### config.mk
export PLATFORM = sky130hd
export DESIGN_NAME = flash_arbiter
export DESIGN_NICKNAME = d
export VERILOG_FILES = /design/src/rtl/flash_arb_pkg.sv /design/src/rtl/flash_arb_rr.sv /design/src/rtl/flash_arbiter.sv
export SDC_FILE = /design/constraint.sdc
export NUM_CORES = 1
export LEC_CHECK = 0
export ABC_AREA = 1
export ABC_CLOCK_PERIOD_IN_PS = 1900
export CAP_MARGIN = 20
export CELL_PAD_IN_SITES_DETAIL_PLACEMENT = 0
export CELL_PAD_IN_SITES_GLOBAL_PLACEMENT = 2
export CORE_UTILIZATION = 20
export DETAILED_ROUTE_END_ITERATION = 7
export HOLD_SLACK_MARGIN = 0.08
export PLACE_DENSITY_LB_ADDON = 0.25
export REMOVE_ABC_BUFFERS = 1
export SYNTH_ARGS = -nofsm -noshare
export SYNTH_HDL_FRONTEND = slang
export SYNTH_SLANG_ARGS = --single-unit
### constraint.sdc
create_clock -name CLK_50MHZ -period 1.9 [get_ports CLK_50MHZ]
set_input_delay 0.19 -clock CLK_50MHZ [delete_from_list [all_inputs] [get_ports CLK_50MHZ]]
set_output_delay 0.19 -clock CLK_50MHZ [all_outputs]
set_load 0.005 [all_outputs]
### src/rtl/flash_arb_pkg.sv
// Shared types and constants for the two-port flash bridge arbiter.
package flash_arb_pkg;

   typedef enum logic [1:0] {
      IDLE      = 2'd0,
      ISSUE     = 2'd1,
      WAIT_DONE = 2'd2,
      RESP      = 2'd3
   } arb_state_t;

   localparam logic PORT0 = 1'b0;
   localparam logic PORT1 = 1'b1;

   localparam int unsigned DEFAULT_TIMEOUT_CYCLES = 255;

endpackage

### src/rtl/flash_arb_rr.sv
// Two-way round-robin picker: on a tie the port not granted last wins.
module flash_arb_rr
   import flash_arb_pkg::*;
(
   input  logic req0,
   input  logic req1,
   input  logic last,
   output logic grant_valid,
   output logic grant_idx
);

   assign grant_valid = req0 | req1;

   always_comb begin
      grant_idx = PORT0;
      if (req0 && req1)
         grant_idx = ~last;
      else if (req1)
         grant_idx = PORT1;
   end

endmodule

### src/rtl/flash_arbiter.sv
// Arbitrates two requesters onto one flash bridge, one transaction at a time.
// Optional WAITING-phase abort is enabled by defining FLASH_ARB_TIMEOUT_EN.
//
// state     | meaning
// IDLE      | no transaction; grant on any request
// ISSUE     | fb_start pulse, bridge latches address/direction/data
// WAIT_DONE | waiting for fb_done (or timeout when enabled)
// RESP      | ack (and err on timeout) to the granted port
module flash_arbiter
   import flash_arb_pkg::*;
#(
   parameter int unsigned TIMEOUT_CYCLES = DEFAULT_TIMEOUT_CYCLES
) (
   input  logic       CLK_50MHZ,
   input  logic       RST_N,
   input  logic       req0,
   input  logic       req1,
   input  logic       rw0,
   input  logic       rw1,
   input  logic [7:0] addr0,
   input  logic [7:0] addr1,
   input  logic [7:0] wdata0,
   input  logic [7:0] wdata1,
   output logic       ack0,
   output logic       ack1,
   output logic       err0,
   output logic       err1,
   output logic [7:0] rdata,
   output logic       busy,
   output logic [7:0] fb_addr,
   output logic       fb_direction_rw,
   output logic [7:0] fb_wdata,
   output logic       fb_wdata_oe,
   input  logic [7:0] fb_rdata,
   output logic       fb_start,
   input  logic       fb_done
);

   if (TIMEOUT_CYCLES < 1 || TIMEOUT_CYCLES > 255) begin : g_bad_timeout
      $error("flash_arbiter: TIMEOUT_CYCLES must be 1..255");
   end

   arb_state_t state;
   logic       last;
   logic       idx;
   logic       grant_valid;
   logic       grant_idx;
   logic       sel_rw;
   logic [7:0] sel_addr;
   logic [7:0] sel_wdata;

   flash_arb_rr u_rr (
      .req0        (req0),
      .req1        (req1),
      .last        (last),
      .grant_valid (grant_valid),
      .grant_idx   (grant_idx)
   );

   assign sel_rw    = (grant_idx == PORT1) ? rw1    : rw0;
   assign sel_addr  = (grant_idx == PORT1) ? addr1  : addr0;
   assign sel_wdata = (grant_idx == PORT1) ? wdata1 : wdata0;

`ifdef FLASH_ARB_TIMEOUT_EN
   logic [7:0] wait_cnt;
`else
   assign err0 = 1'b0;
   assign err1 = 1'b0;
`endif

   always_ff @(posedge CLK_50MHZ) begin
      if (!RST_N) begin
         state           <= IDLE;
         last            <= PORT1;
         idx             <= PORT0;
         ack0            <= 1'b0;
         ack1            <= 1'b0;
         fb_start        <= 1'b0;
         fb_wdata_oe     <= 1'b0;
         busy            <= 1'b0;
         rdata           <= 8'h00;
         fb_addr         <= 8'h00;
         fb_wdata        <= 8'h00;
         fb_direction_rw <= 1'b1;
`ifdef FLASH_ARB_TIMEOUT_EN
         err0            <= 1'b0;
         err1            <= 1'b0;
         wait_cnt        <= 8'h00;
`endif
      end else begin
         ack0     <= 1'b0;
         ack1     <= 1'b0;
         fb_start <= 1'b0;
`ifdef FLASH_ARB_TIMEOUT_EN
         err0     <= 1'b0;
         err1     <= 1'b0;
`endif
         unique case (state)
            IDLE: begin
               if (grant_valid) begin
                  idx             <= grant_idx;
                  fb_direction_rw <= sel_rw;
                  fb_addr         <= sel_addr;
                  fb_wdata        <= sel_wdata;
                  fb_wdata_oe     <= ~sel_rw;
                  fb_start        <= 1'b1;
                  busy            <= 1'b1;
                  state           <= ISSUE;
               end
            end
            ISSUE: begin
`ifdef FLASH_ARB_TIMEOUT_EN
               wait_cnt <= 8'h00;
`endif
               state    <= WAIT_DONE;
            end
            WAIT_DONE: begin
               if (fb_done) begin
                  if (fb_direction_rw)
                     rdata <= fb_rdata;
                  fb_wdata_oe <= 1'b0;
                  ack0        <= (idx == PORT0);
                  ack1        <= (idx == PORT1);
                  state       <= RESP;
`ifdef FLASH_ARB_TIMEOUT_EN
               end else if (wait_cnt == 8'(TIMEOUT_CYCLES - 1)) begin
                  // abort: reads return zero so a stale value is never mistaken for data
                  if (fb_direction_rw)
                     rdata <= 8'h00;
                  fb_wdata_oe <= 1'b0;
                  ack0        <= (idx == PORT0);
                  ack1        <= (idx == PORT1);
                  err0        <= (idx == PORT0);
                  err1        <= (idx == PORT1);
                  state       <= RESP;
               end else begin
                  wait_cnt <= wait_cnt + 8'd1;
`endif
               end
            end
            RESP: begin
               last  <= idx;
               busy  <= 1'b0;
               state <= IDLE;
            end
            default: state <= IDLE;
         endcase
      end
   end

endmodule

== Word-level counts from Yosys, hierarchy flattened ==
Cells that the tools add are included.
Word-level totals
  register bits after elaboration: 34
  word-level logic and storage cells: 46
Operators by class
  equal/unequal tests: 5
  muxes and demuxes: 14
  bitwise gates (word level): 4
  reductions and logical operators: 11
Operators with widths (count)
  8-bit 2-to-1 mux: 2
  3-bit AND reduction: 3
  2-bit one-hot mux with 4 select lines: 1
  2-bit AND reduction: 4
  1-bit 2-to-1 mux: 7
  2-bit == test (second input constant): 2
  2-bit 2-to-1 mux: 2
  2-bit inequality test (second input constant): 2
  1-bit one-hot mux with 2 select lines: 2
  2-bit nonzero test: 2
  1-bit inverter: 3
  2-bit by 1-bit == test with 1-bit output (second input constant): 1
  2-bit logical NOT: 1
  1-bit logical AND: 1
  1-bit bitwise OR: 1

== Longest topological paths before layout ==
  depth after elaboration: 6
  depth in mapped cells: 8

== By module ==
Synthesis repeated with hierarchy kept, for this count alone.
Second synthesis, totals
  cells, all modules: 236
  area total of the unflattened synthesis: 1617.8 um2
By module, submodules not included
  flash_arbiter: instances 1, cells each 233, area each 1602.8 um2, sequential area each 680.7 um2
  flash_arb_rr: instances 1, cells each 3, area each 15.0 um2, sequential area each 0.0 um2

== Worst setup path before layout ==
Ideal clock, no wire load.
  path type: register to register
  start: register state[0]
  end: register fb_wdata[1]
  setup time: 117 ps
  arrival time: 1173 ps
  required time: 1783 ps
  path slack: 610 ps
  stages on the path, launching flop included: 9
  path buffers: 1
  period minus slack after synthesis: 1290 ps
  cells stage by stage: dfxtp_1 > inv_1 > ha_1 > inv_2 > nor2_4 > buf_6 > nand2_1 > a21oi_1 > nor2_1
On the way
  longest elaborated chain between the ends: 2
RTL lines
  start, declared: line flash_arbiter.sv:43  | arb_state_t state;
  start signal, assigned: line flash_arbiter.sv:73  | state <= IDLE;
  start signal, assigned: line flash_arbiter.sv:108  | state <= ISSUE;
  start signal, assigned: line flash_arbiter.sv:115  | state <= WAIT_DONE;
  2-bit logical NOT: line flash_arbiter.sv:98  | unique case (state)
  2-bit AND reduction (no source line)
  end signal, assigned: line flash_arbiter.sv:104  | fb_wdata <= sel_wdata;
  end, declared: line flash_arbiter.sv:32  | output logic [7:0] fb_wdata,
Every way passes these cells.
A chain may end at the register's enable or synchronous reset.

== Final worst setup path ==
  start: register state[0]
  end: register fb_direction_rw
On the way
  longest elaborated chain between the ends: 2
RTL lines
  2-bit logical NOT: line flash_arbiter.sv:98
  2-bit AND reduction (no source line)
  end signal, assigned: line flash_arbiter.sv:102  | fb_direction_rw <= sel_rw;
  end, declared: line flash_arbiter.sv:31  | output logic fb_direction_rw,
Every way passes these cells.

==> flow_summary_export.csv <==
group,metric,value,unit
power,p_int,1880,uW
placed_design,pre_cts_ws,0.290,ns
floorplanning,core-area,7330,sq um
route,first_iter_violations,59,
timing,fin_crit,1.50,ns
logic_synthesis,synth_top_area_frac,0.444,
final_layout,drive_gt1_frac,0.0819,
timing,setup_viol_count_final,0,
route,drtAntennaViolNets,0,
critical_path,crit_path_max_incr_delay,0.32,ns
power,p_switching,941,uW
clocking,postCtsHoldBufs,0,
timing,fin_tns_setup,0,ns
timing,final.period_utilization,0.787,
logic_synthesis,yosysSeqAreaShare,0.444,
clocking,ctsHtreeMaxLevel,2,
power,vdd_drop_max,0.347,mV
route,wl_per_cell,11.9,um
logic_synthesis,yosysUniqueCellTypes,24,
logic_synthesis,yosys_warnings,0,
placed_design,dp_cells,372,
placed_design,port_buffers,76,
floorplanning,die_y,89.6,um
critical_path,worst_path_most_repeated_cell,"inv_1",
final_layout,instances_no_fill,380,
timing,fin_skew,0.00678,ns
clocking,cts_buffers,5,
power,p_comb_frac,0.435,
clocking,clkSinkCount,34,
route,drt-pass1-iter-count,4,
final_layout,regArea,681,sq um
min_path,hold_path.class,"reg2reg",
logic_synthesis,ys_ff_latch,34,
clocking,cts_root_buf,"clkbuf_8",
route,routed_wl,4510,um
clocking,post_cts_buffers,0,
final_layout,num-nets-final,331,
critical_path,r2r-start,"state[0]$_SDFFE_PN0P_",
logic_synthesis,synth_commonest_cells,"dfxtp_1 (34), a21oi_1 (29), nand2_1 (27)",
timing,layout_setup_ws,0.405,ns
logic_synthesis,synth_area_per_cell,7.56,sq um
critical_path,cp_data_arrival_time,1.67,ns
clocking,cts_resized,0,
global_routing,antenna_found_initial,0,
floorplanning,start_util,0.209,
critical_path,ff2ff_path_depth,8,
power,powerDensity,1140,nW/um^2
global_routing,grt_pass1_vias,1463,
critical_path,critPathRequiredTime,2.08,ns
floorplanning,dieArea,8020,sq um
logic_synthesis,ys_top_cells_by_area,"dfxtp_1 (44%), a21oi_1 (9.5%), nand3_1 (6.9%)",
clocking,clkTransAtPathRegs,0.07,ns
timing,fmax,669,MHz
critical_path,rrSetupSlack,0.40,ns
run_status,status,"finished clean",
final_layout,area_growth,61.6,%
min_path,min_path_cells,2,
global_routing,overflow,0,
logic_synthesis,synthFlopType,"dfxtp_1",
floorplanning,fp.dieW,89.6,um
placed_design,hpwl,3320,um
timing,hold_violations,0,
route,routed_via_density,4.04,
final_layout,multiInputGateArea,693,sq um
logic_synthesis,async_reset_ff_frac,0,
timing,slew_viol_final,0,
logic_synthesis,yosysTopAreaCell,"dfxtp_1",
critical_path,start_kind,"flip-flop",
global_routing,busiest_layer,"met2",
critical_path,critPathSlowestCell,"dfxtp_1",
min_path,hold_end,"rdata[0]$_SDFFE_PN0P_",
global_routing,met2_usage,0.171,
logic_synthesis,syn_inst,203,
power,p_seq_frac,0.364,
floorplanning,core.rowCount,31,
min_path,hp-start,"rdata[0]$_SDFFE_PN0P_",
logic_synthesis,synth_edf_count,0,
floorplanning,top_level_ports,79,
power,power.total,2820,uW
global_routing,grtUsageMet1,0.161,
critical_path,crit_chain,"inv_1 -> ha_1 -> inv_2 -> nor2_4 -> buf_4 -> inv_1 -> a21oi_1 -> o21ai_0",
global_routing,grt_max_degree,25,
flow_run,maxCapViolations,0,
global_routing,grtUsageMet3,0.0503,
global_routing,grt_pass1_wl,7140,um
final_layout,fillers,784,
clocking,clk_latency,0.29,ns
clocking,clock_path_buffers,2,
power,p_leak,0.000977,uW
power,p_clk_frac,0.201,
logic_synthesis,yosys.cell_count.top_type,"dfxtp_1",
clocking,cts_tree,"yes",
critical_path,crit_path_end_kind,"flip-flop",
power,switching_share,0.334,
critical_path,path_class,"reg2reg",
critical_path,crit_fanout,10,
timing,rsz0062_at_grt,"no",
critical_path,rr_endpoint,"fb_direction_rw$_SDFFE_PN1P_",
route,vias,1535,
global_routing,grt_usage,0.119,
placed_design,gp_congestion,0.710,
logic_synthesis,netlist_area,1530,sq um
final_layout,n_antenna_cell,0,
route,drc_errors,0,
## through the flow
step | area (sq um) | hold slack (ns) | utilization
2_1_floorplan | 1440 | 0.313 | -
3_5_place_dp | 2380 | 0.437 | 0.325
6_report | 2480 | 0.443 | 0.338
4_1_cts | 2480 | 0.449 | 0.338
3_3_place_gp | 2380 | 0.431 | 0.325
5_1_grt | 2480 | 0.458 | 0.338
## worst max-delay path, delay by kind of cell, from the launching register on
| kind | cells | cell delay, ns |
|---|---|---|
| flip-flops | 1 | 0.32 |
| adder cells (fa/ha/maj) | 1 | 0.26 |
| AND/OR/NAND/NOR | 1 | 0.14 |
| buffers and inverters | 4 | 0.46 |
| AO/OA/AOI/OAI | 2 | 0.20 |
## routing by layer
layer	wire length, um	share of wire
met5	0	0
met4	34	0.0075
met3	439	0.097
met2	1820	0.40
met1	2220	0.49
## sequential cells by signal, summed over array words and instances (netlist names)
name	flops
last	1
rdata	8
idx	1
fb_start	1
fb_direction_rw	1
state	2
busy	1
fb_wdata_oe	1
fb_addr	8
ack1	1
fb_wdata	8
ack0	1
## placed cells by master (no fill, tap or decap)
master and n:
clkbuf_8 6, ha_1 4, a21oi_1 29, conb_1 2
nor3_1 1, inv_2 1, clkinvlp_4 1, nand2_1 27
nand2_4 1, o21ai_1 7, inv_1 17, nor2_2 1
nor2_4 1, a21oi_2 2, buf_12 1, or2_2 1
nand2_2 1, nand3_1 21, buf_4 5, nand3_2 1
nor2_1 20, o21ai_0 20, dfxtp_1 34, clkinv_2 1
clkdlybuf4s50_1 76
## worst max-delay path by stage
stage,start,slack (ns),depth (start not counted),endpoint
floorplan,state[0]$_SDFFE_PN0P_,0.38,7,fb_direction_rw$_SDFFE_PN1P_
global placement,req1,0.28,7,fb_wdata_oe$_SDFFE_PN0P_
detailed placement,req1,0.29,7,fb_wdata_oe$_SDFFE_PN0P_
CTS,state[0]$_SDFFE_PN0P_,0.38,8,fb_direction_rw$_SDFFE_PN1P_
global route,state[0]$_SDFFE_PN0P_,0.22,8,fb_direction_rw$_SDFFE_PN1P_
finish,state[0]$_SDFFE_PN0P_,0.40,8,fb_direction_rw$_SDFFE_PN1P_
## layout make-up
| class | count | share of cell area |
|---|---|---|
| inverters | 18 | 0.0273 |
| flip-flops and latches | 34 | 0.275 |
| well taps | 99 | 0.0500 |
| multi-input cells | 139 | 0.280 |
| repair buffers | 82 | 0.330 |
| clock inverters | 2 | 0.00505 |
| clock buffers | 6 | 0.0333 |
## cell families (layout without fill, tap and decap cells)
family                     Yosys count  count (layout)  synth area share
adders and majority gates            4               4            0.0326
buffers and inverters               31             108             0.107
DFF                                 34              34             0.444
AOI/OAI and AO/OA                   58              58             0.194
other                                1               2           0.00244
and+or+nand+nor                     75              75             0.220
## power by group through the flow
stage          Combinational, uW  Sequential, uW  Clock [uW]
2_1_floorplan                551            1050           0
3_3_place_gp                1240            1040           0
3_5_place_dp                1240            1040           0
4_1_cts                     1250            1030         589
5_1_grt                     1390            1050         625
6_report                    1220            1030         567
Power figures use the tool's default switching activity.
